===== src/rtl/alu_job_dispatcher.sv =====
// Job dispatcher for the two-unit ALU selector: buffers jobs in a FIFO, issues them
// one at a time through registered drive outputs and returns each result on a response port.

module alu_job_dispatcher_checker (
    input logic       clk,
    input logic       rst,
    input logic [1:0] request,
    input logic       rsp_valid,
    input logic       rsp_ready,
    input logic [3:0] rsp_data,
    input logic       rsp_ch
);
    // Both selector units must never be requested together
    a_no_dual_request: assert property (@(posedge clk) disable iff (rst) request != 2'b11);

    // A stalled response must hold its payload until accepted
    a_rsp_hold: assert property (@(posedge clk) disable iff (rst)
        (rsp_valid && !rsp_ready) |=> (rsp_valid && $stable(rsp_data) && $stable(rsp_ch)));
endmodule

module alu_job_dispatcher #(
    parameter int DEPTH = 4,
    parameter int CNT_W = 8
) (
    input  logic             clk,
    input  logic             rst,
    input  logic             job_valid,
    output logic             job_ready,
    input  logic             job_ch,
    input  logic [1:0]       job_op,
    input  logic [3:0]       job_a,
    input  logic [3:0]       job_b,
    output logic [3:0]       source_0,
    output logic [3:0]       source_1,
    output logic [3:0]       source_2,
    output logic [3:0]       source_3,
    output logic [1:0]       op_0,
    output logic [1:0]       op_1,
    output logic [1:0]       request,
    input  logic [3:0]       result_in,
    output logic             rsp_valid,
    input  logic             rsp_ready,
    output logic [3:0]       rsp_data,
    output logic             rsp_ch,
    output logic [CNT_W-1:0] done_cnt
);
    localparam int AW = $clog2(DEPTH);
    localparam int EW = 11;

    typedef enum logic [1:0] {
        ST_IDLE  = 2'd0,
        ST_DRIVE = 2'd1,
        ST_RESP  = 2'd2
    } state_t;

    typedef struct packed {
        logic [3:0] s0;
        logic [3:0] s1;
        logic [3:0] s2;
        logic [3:0] s3;
        logic [1:0] o0;
        logic [1:0] o1;
        logic [1:0] req;
        logic       ch;
    } drive_t;

    // Entry layout: {ch, op[1:0], a[3:0], b[3:0]}; the idle unit's fields stay zero
    function automatic drive_t load_drive(input logic [EW-1:0] e);
        drive_t d;
        d    = '0;
        d.ch = e[10];
        if (e[10] == 1'b0) begin
            d.s0  = e[7:4];
            d.s1  = e[3:0];
            d.o0  = e[9:8];
            d.req = 2'b01;
        end else begin
            d.s2  = e[7:4];
            d.s3  = e[3:0];
            d.o1  = e[9:8];
            d.req = 2'b10;
        end
        return d;
    endfunction

    logic [EW-1:0]    mem_r [DEPTH];
    logic [AW-1:0]    wr_ptr_r;
    logic [AW-1:0]    rd_ptr_r;
    logic [AW:0]      count_r;
    state_t           state_r;
    drive_t           drive_r;
    logic             rsp_valid_r;
    logic [3:0]       rsp_data_r;
    logic             rsp_ch_r;
    logic [CNT_W-1:0] done_cnt_r;

    logic             full_s;
    logic             empty_s;
    logic             push_s;
    logic             pop_s;
    logic [EW-1:0]    head_s;

    assign full_s  = (count_r == (AW+1)'(DEPTH));
    assign empty_s = (count_r == (AW+1)'(0));
    assign push_s  = job_valid && !full_s;
    assign head_s  = mem_r[rd_ptr_r];

    // Pop decision: IDLE pops whenever work is queued, RESP only once the response is taken
    always_comb begin
        pop_s = 1'b0;
        case (state_r)
            ST_IDLE: pop_s = !empty_s;
            ST_RESP: pop_s = rsp_ready && !empty_s;
            default: pop_s = 1'b0;
        endcase
    end

    // Job FIFO storage, pointers and occupancy
    always_ff @(posedge clk) begin
        if (rst) begin
            wr_ptr_r <= '0;
            rd_ptr_r <= '0;
            count_r  <= '0;
            for (int i = 0; i < DEPTH; i++) begin
                mem_r[i] <= '0;
            end
        end else begin
            if (push_s) begin
                mem_r[wr_ptr_r] <= {job_ch, job_op, job_a, job_b};
                wr_ptr_r        <= wr_ptr_r + AW'(1);
            end
            if (pop_s) begin
                rd_ptr_r <= rd_ptr_r + AW'(1);
            end
            case ({push_s, pop_s})
                2'b10:   count_r <= count_r + (AW+1)'(1);
                2'b01:   count_r <= count_r - (AW+1)'(1);
                default: count_r <= count_r;
            endcase
        end
    end

    // Issue FSM with registered drive and response outputs
    always_ff @(posedge clk) begin
        if (rst) begin
            state_r     <= ST_IDLE;
            drive_r     <= '0;
            rsp_valid_r <= 1'b0;
            rsp_data_r  <= 4'd0;
            rsp_ch_r    <= 1'b0;
            done_cnt_r  <= '0;
        end else begin
            case (state_r)
                ST_IDLE: begin
                    if (pop_s) begin
                        drive_r <= load_drive(head_s);
                        state_r <= ST_DRIVE;
                    end
                end
                ST_DRIVE: begin
                    rsp_data_r  <= result_in;
                    rsp_ch_r    <= drive_r.ch;
                    rsp_valid_r <= 1'b1;
                    state_r     <= ST_RESP;
                end
                ST_RESP: begin
                    if (rsp_ready) begin
                        done_cnt_r  <= done_cnt_r + CNT_W'(1);
                        rsp_valid_r <= 1'b0;
                        if (pop_s) begin
                            drive_r <= load_drive(head_s);
                            state_r <= ST_DRIVE;
                        end else begin
                            drive_r <= '0;
                            state_r <= ST_IDLE;
                        end
                    end
                end
                default: begin
                    state_r     <= ST_IDLE;
                    drive_r     <= '0;
                    rsp_valid_r <= 1'b0;
                end
            endcase
        end
    end

    assign job_ready = !full_s;
    assign source_0  = drive_r.s0;
    assign source_1  = drive_r.s1;
    assign source_2  = drive_r.s2;
    assign source_3  = drive_r.s3;
    assign op_0      = drive_r.o0;
    assign op_1      = drive_r.o1;
    assign request   = drive_r.req;
    assign rsp_valid = rsp_valid_r;
    assign rsp_data  = rsp_data_r;
    assign rsp_ch    = rsp_ch_r;
    assign done_cnt  = done_cnt_r;

    alu_job_dispatcher_checker u_checker (
        .clk       (clk),
        .rst       (rst),
        .request   (request),
        .rsp_valid (rsp_valid),
        .rsp_ready (rsp_ready),
        .rsp_data  (rsp_data),
        .rsp_ch    (rsp_ch)
    );
endmodule

===== config.mk =====
export PLATFORM = sky130hd
export DESIGN_NAME = alu_job_dispatcher
export DESIGN_NICKNAME = d
export VERILOG_FILES = /design/src/rtl/alu_job_dispatcher.sv
export SDC_FILE = /design/constraint.sdc
export NUM_CORES = 1
export LEC_CHECK = 0
export BUFFER_PORTS_ARGS = -buffer_cell sky130_fd_sc_hd__buf_2
export CELL_PAD_IN_SITES_DETAIL_PLACEMENT = 1
export CELL_PAD_IN_SITES_GLOBAL_PLACEMENT = 1
export CORE_ASPECT_RATIO = 0.5
export CORE_UTILIZATION = 41
export DETAILED_ROUTE_END_ITERATION = 16
export GPL_ROUTABILITY_DRIVEN = 0
export PLACE_DENSITY = 0.73
export SLEW_MARGIN = 40
export SYNTH_ARGS = -nofsm -noshare
export SYNTH_HDL_FRONTEND = slang
export SYNTH_HIERARCHICAL = 1
export SYNTH_SLANG_ARGS = --single-unit

===== constraint.sdc =====
create_clock -name clk -period 2.82 [get_ports clk]
set_input_delay 0.846 -clock clk [delete_from_list [all_inputs] [get_ports clk]]
set_output_delay 0.846 -clock clk [all_outputs]
set_load 0.02 [all_outputs]

=== After elaboration in Yosys (flattened, before gate mapping) ===
Memories as Yosys holds them, arrays and structs flattened. A register that Yosys moved wholly into a read port is not among the register bits.
Cells that the tools add are included.

* Logic and storage cells: 70
* Input port bits: 19
* Memories: 1
* RAM bits: 44
* Register bits: 46
* Output and inout bits: 37

* Reductions and logical operators: 12
* $add $sub $neg: 5
* Bitwise operators: 2
* Eq/ne operators: 7
* Mux-type cells: 27

{| class="wikitable"
|+ Memories
! name !! words !! bits a word !! rd ports !! clocked after memory_dff !! wr ports !! line !! source
|-
| mem_r || 4 || 11 || 1 || 1 || 4 || 86 || <nowiki>logic [EW-1:0] mem_r [DEPTH];</nowiki>
|}

{| class="wikitable"
|+ Operators by type and width
! cell !! count
|-
| $mux 23 || 3
|-
| $pmux 23 s3 || 1
|-
| $mux 2 || 8
|-
| $mux 8 || 2
|-
| $mux 11 || 1
|-
| $reduce_or 11->1 || 1
|-
| $add 8x1->8 const B || 1
|-
| $mux 1 || 8
|-
| $pmux 2 s3 || 1
|-
| $pmux 3 s2 || 1
|-
| $reduce_and 2->1 || 3
|-
| $add 2x1->2 const B || 2
|-
| $eq 2x1->1 const B || 2
|-
| $eq 2x2->1 const B || 2
|-
| $ne 2x2->1 const B || 2
|-
| $add 3x1->3 const B || 1
|-
| $eq 3x3->1 const B || 1
|-
| $logic_not 3->1 || 1
|-
| $pmux 1 s3 || 1
|-
| $reduce_and 3->1 || 1
|-
| $sub 3x1->3 const B || 1
|-
| $logic_and 1x1->1 || 2
|-
| $logic_not 1->1 || 2
|-
| $logic_not 2->1 || 1
|-
| other kinds (3) || 4
|}

=== Depth between registers and ports, before layout ===
* Word-level depth: 8
* Mapped depth: 9
* Gate-level depth less buffers: 9

=== Worst setup path before layout ===
OpenSTA, ideal clock, no wires.

* Path kind: input to register
* Start point: input rsp_ready
* End point: register count_r[2]
* Data arrival time: 2.201 ns
* Path buffers: 0
* Data required time: 2.750 ns
* Cell stages on the path: 8
* Setup time: 0.070 ns
* Setup slack: 0.548 ns
* Cell sequence: nor2b_1 > nor3_1 > ha_1 > inv_1 > fa_1 > xor2_1 > or3_1 > a21oi_1

* Cells in the longest elaborated chain, start to end: 4
* Elaborated cells on any way between the ends: 6
* Those cells by class: eq/ne: 2; mux: 2; reduce/logical: 2

{| class="wikitable"
|+ RTL lines
! what !! line !! source
|-
| start, declared || 42 || <nowiki>input logic rsp_ready,</nowiki>
|-
| $logic_and 1x1->1 (*) || 113 || <nowiki>ST_RESP: pop_s = rsp_ready && !empty_s;</nowiki>
|-
| $pmux 1 s2 (*) || 111 || <nowiki>case (state_r)</nowiki>
|-
| $eq 2x1->1 or $eq 2x2->1 (tied branches) || 135 || <nowiki>case ({push_s, pop_s})</nowiki>
|-
| $pmux 3 s2 or $reduce_bool 2->1 (tied branches) || -- ||
|-
| end signal, assigned || 136 || <nowiki>2'b10: count_r <= count_r + (AW+1)'(1);</nowiki>
|-
| end signal, assigned || 137 || <nowiki>2'b01: count_r <= count_r - (AW+1)'(1);</nowiki>
|-
| end signal, assigned || 138 || <nowiki>default: count_r <= count_r;</nowiki>
|-
| end, declared || 89 || <nowiki>logic [AW:0] count_r;</nowiki>
|}

Mark *: on every way between the ends. The rest lies on a longest branch, timed or not.
A chain may end at the register's enable or synchronous reset.

=== Worst setup path in the final report ===
* Start point: register count_r[2]
* End point: register count_r[2]

* Cells in the longest elaborated chain, start to end: 6
* Elaborated cells on any way between the ends: 13
* Those cells by class: add/sub: 2; eq/ne: 3; mux: 2; reduce/logical: 6

{| class="wikitable"
|+ RTL lines
! what !! line !! source
|-
| $logic_not 3->1 || 104 || <nowiki>assign empty_s = (count_r == (AW+1)'(0));</nowiki>
|-
| $logic_not 1->1 || 112, 113 ||
|-
| $logic_and 1x1->1 || 113 ||
|-
| $pmux 1 s2 || 111 ||
|-
| $eq 2x1->1 or $eq 2x2->1 (tied branches) || 135 ||
|-
| $pmux 3 s2 or $reduce_bool 2->1 (tied branches) || -- ||
|}

Several ways; a longest one is shown, not always the timed one.

==> out/results.ini <==
[outcome]
status=complete, but fails checks
failed_checks=DRC

[logic_synthesis]
seq_area_frac_synth=0.5866
synth_most_common_cell=dfxtp_1
synth_top_family_by_area=simple AND/OR/NAND/NOR gates
muxShareOfSynthArea=0.08858
synth_cell_types=36
synthTopCellsByArea=edfxtp_1 34%, dfxtp_1 24%, and2_1 7.1%
synth-xor-area-share=0.009085
synth_edf_count=44
synth_common_cells=47 x dfxtp_1, 44 x and2_1, 44 x edfxtp_1
syn_area_per_cell_um2=11.94
synth-simple-area-share=0.1768
synthCells=323
synth_compound_area_frac=0.08079
yosys.area_share.adder=0.01168
yosysTopAreaCell=edfxtp_1
synth_top_area_share=0.3426
ys_seq_elements=91
synth_ff_type=dfxtp_1
async_flop_share=0
syn_area_um2=3856
synth_warnings=6
synth.net_count=345

[floorplanning]
core_area_um2=8919
initial_core_util=0.4324
die_y_um=70.58
die_w_um=139.2
rows=24
num_io_pins=56
die_area_um2=9821

[power]
ir_drop_uv=356.9
p_leak_nw=1.802
power_density_nw_per_um2=922.9
finalPower_w=0.004277

[clocking]
ctsLongestPathBuffers=2
cts-htree-levels=3
clk_pin_slew_worst_paths_ns=0.06
cts_resized=0
cts_buffers=9
cts-root-buf=clkbuf_16
cts_tree=done
clk_latency_ns=0.35
hold_buffers=0
post-cts-setup-buffer-count=0
clock-sinks=91

[worst_hold_path]
min_path_cells=2
hp-class=flip-flop to flip-flop

[timing]
rsz0062_at_grt=no
fin_crit_ns=2.591
maxSlewViolCount=0
fin_crit_sh=0.9188
finalSetupViolCount=0
timing.fmax_mhz=385.9
final-hold-violation-count=0
tightest_slew_ns=0.6343
tns_ns=0
fin_skew_ns=0.005788
relSlewSlack=0.5748

[critical_path]
arrival_ns=2.86
r2r_slack_ns=0.23
worstRegToRegCells=9
end_kind=flip-flop
start_kind=flip-flop
cp_cell_sequence=nor3b_2, inv_1, nand2_1, ha_1, inv_1, fa_1, xor2_1, or3_1, a21oi_1
crit_type=flip-flop to flip-flop
critPathMostFrequentCell=inv_1
critPathMaxFanout=8
cpMaxStageDelayCell=nor3b_2
critPathMaxStageDelay_ns=0.52
required_ns=3.09

[placement]
placed_cells=486
dp_hpwl_um=6125
portBuffers=55

[detailed_routing]
ant_nets=0
via_count=2641
drtIter0Drc=113
wl_per_cell_um=18.25
viasPerCell=5.261
firstDrtPassIters=11
drc=6
finalWirelength_um=9161

[global_route]
grt_pass1_vias=2747
overflow=0
grt_max_degree=67
track_usage=0.2042
grt_pass1_wl_um=14690
antenna_found_initial=0

[cells_and_area]
stdcell_count=502
fillCellCount=972
layout-drive-gt1-share=0.2545
area_growth_pct=20.18
antenna_cells_inserted=0
num-nets-final=402

[job]
drv_cap=0

metal layers:
metal | vias to the layer above | track usage | routed length (µm)
met2 | 64 | 0.3558 | 4393
met3 | 12 | 0.05823 | 401
met5 | - | 0 | 0
met1 | 1296 | 0.2443 | 4230
met4 | 0 | 0.07778 | 136
li1 | 1269 | - | -
placed cells by master, fill, tap and decap left out, types with 3 or more instances in the layout:
cell       netlist  routed
and2_1          44      44
mux4_2          11      11
o32ai_1         20      20
nand2b_1        17      17
nand4_1          3       3
buf_4            0       9
inv_1           29      29
clkbuf_16        0      10
dfxtp_1         47      47
mux2_2           3       3
nor2_1          18      18
a21oi_1          9       9
or4_1            4       4
nor4_1           5       5
nor3_1           4       3
o31ai_1          4       3
mux2i_1          6       6
or3_1            4       4
nand2_1          4       4
xor2_1           4       4
edfxtp_1        44      44
nor2b_1          5       5
buf_2            2      55
o21ai_0          5       5
registers in the layout, indices dropped and copies added (netlist names), named ones only:
signal / count
source_1: 4
count_r: 3
source_2: 4
rsp_data: 4
state_r: 2
op_0: 2
request: 2
mem_r: 44
op_1: 2
source_0: 4
rsp_ch: 1
done_cnt: 8
rd_ptr_r: 2
source_3: 4
rsp_valid: 1
wr_ptr_r: 2
report_power, final:
part	switching, W	internal [W]	total, W	leakage, nW
Clock	0.000512	0.000879	0.00139	0.167
Combinational	0.000709	0.000454	0.00116	0.795
Sequential	0.000130	0.00159	0.00172	0.840
Total	0.00135	0.00292	0.00428	1.80
per-stage QoR:
| stage | instance area [µm²] | setup slack [ns] | util | hold slack (ns) |
|---|---|---|---|---|
| 3_3_place_gp | 4280 | 0.2849 | 0.4799 | 0.4631 |
| 6_report | 4634 | 0.2289 | 0.5196 | 0.4794 |
| 3_5_place_dp | 4285 | 0.1392 | 0.4805 | 0.4709 |
| 2_1_floorplan | 3856 | 0.5483 | - | 0.4745 |
| 4_1_cts | 4634 | 0.2469 | 0.5196 | 0.4830 |
| 5_1_grt | 4634 | 0.1213 | 0.5196 | 0.4997 |
worst max-delay path, delay by kind of cell (launching register included):
kind                       cells  cell delay [ns]
AOI/OAI and AO/OA              1             0.16
DFF                            1             0.38
and+or+nand+nor                3             0.99
xor gates and xnor gates       1             0.15
adders and majority gates      2             0.57
buffers and inverters          2             0.26
final timing paths:
path	start	endpoint
setup reg to reg	count_r[2]	count_r[2]
setup / recovery	count_r[2]	count_r[2]
hold / removal	source_2[2]	source_2[2]
hold reg to reg	source_2[2]	source_2[2]
final cells by class:
class | instances | area (µm²) | share of cell area
sequential | 91 | 2262 | 0.4881
inverter | 29 | 108.9 | 0.02349
clock buffer | 13 | 281.5 | 0.06075
clock inverter | 3 | 67.56 | 0.01458
timing repair buffer | 64 | 342.8 | 0.07397
tap | 117 | 146.4 | 0.03159
multi-input combinational | 185 | 1425 | 0.3075
logic make-up (layout without fill, tap and decap cells):
group	count (synthesis)	after routing
mux	20	20
flops	91	91
compound gates	42	42
simple gates	116	116
xor+xnor	4	4
fa+ha+maj	3	3
buf+inv	47	109
Power figures use the tool's default switching activity.
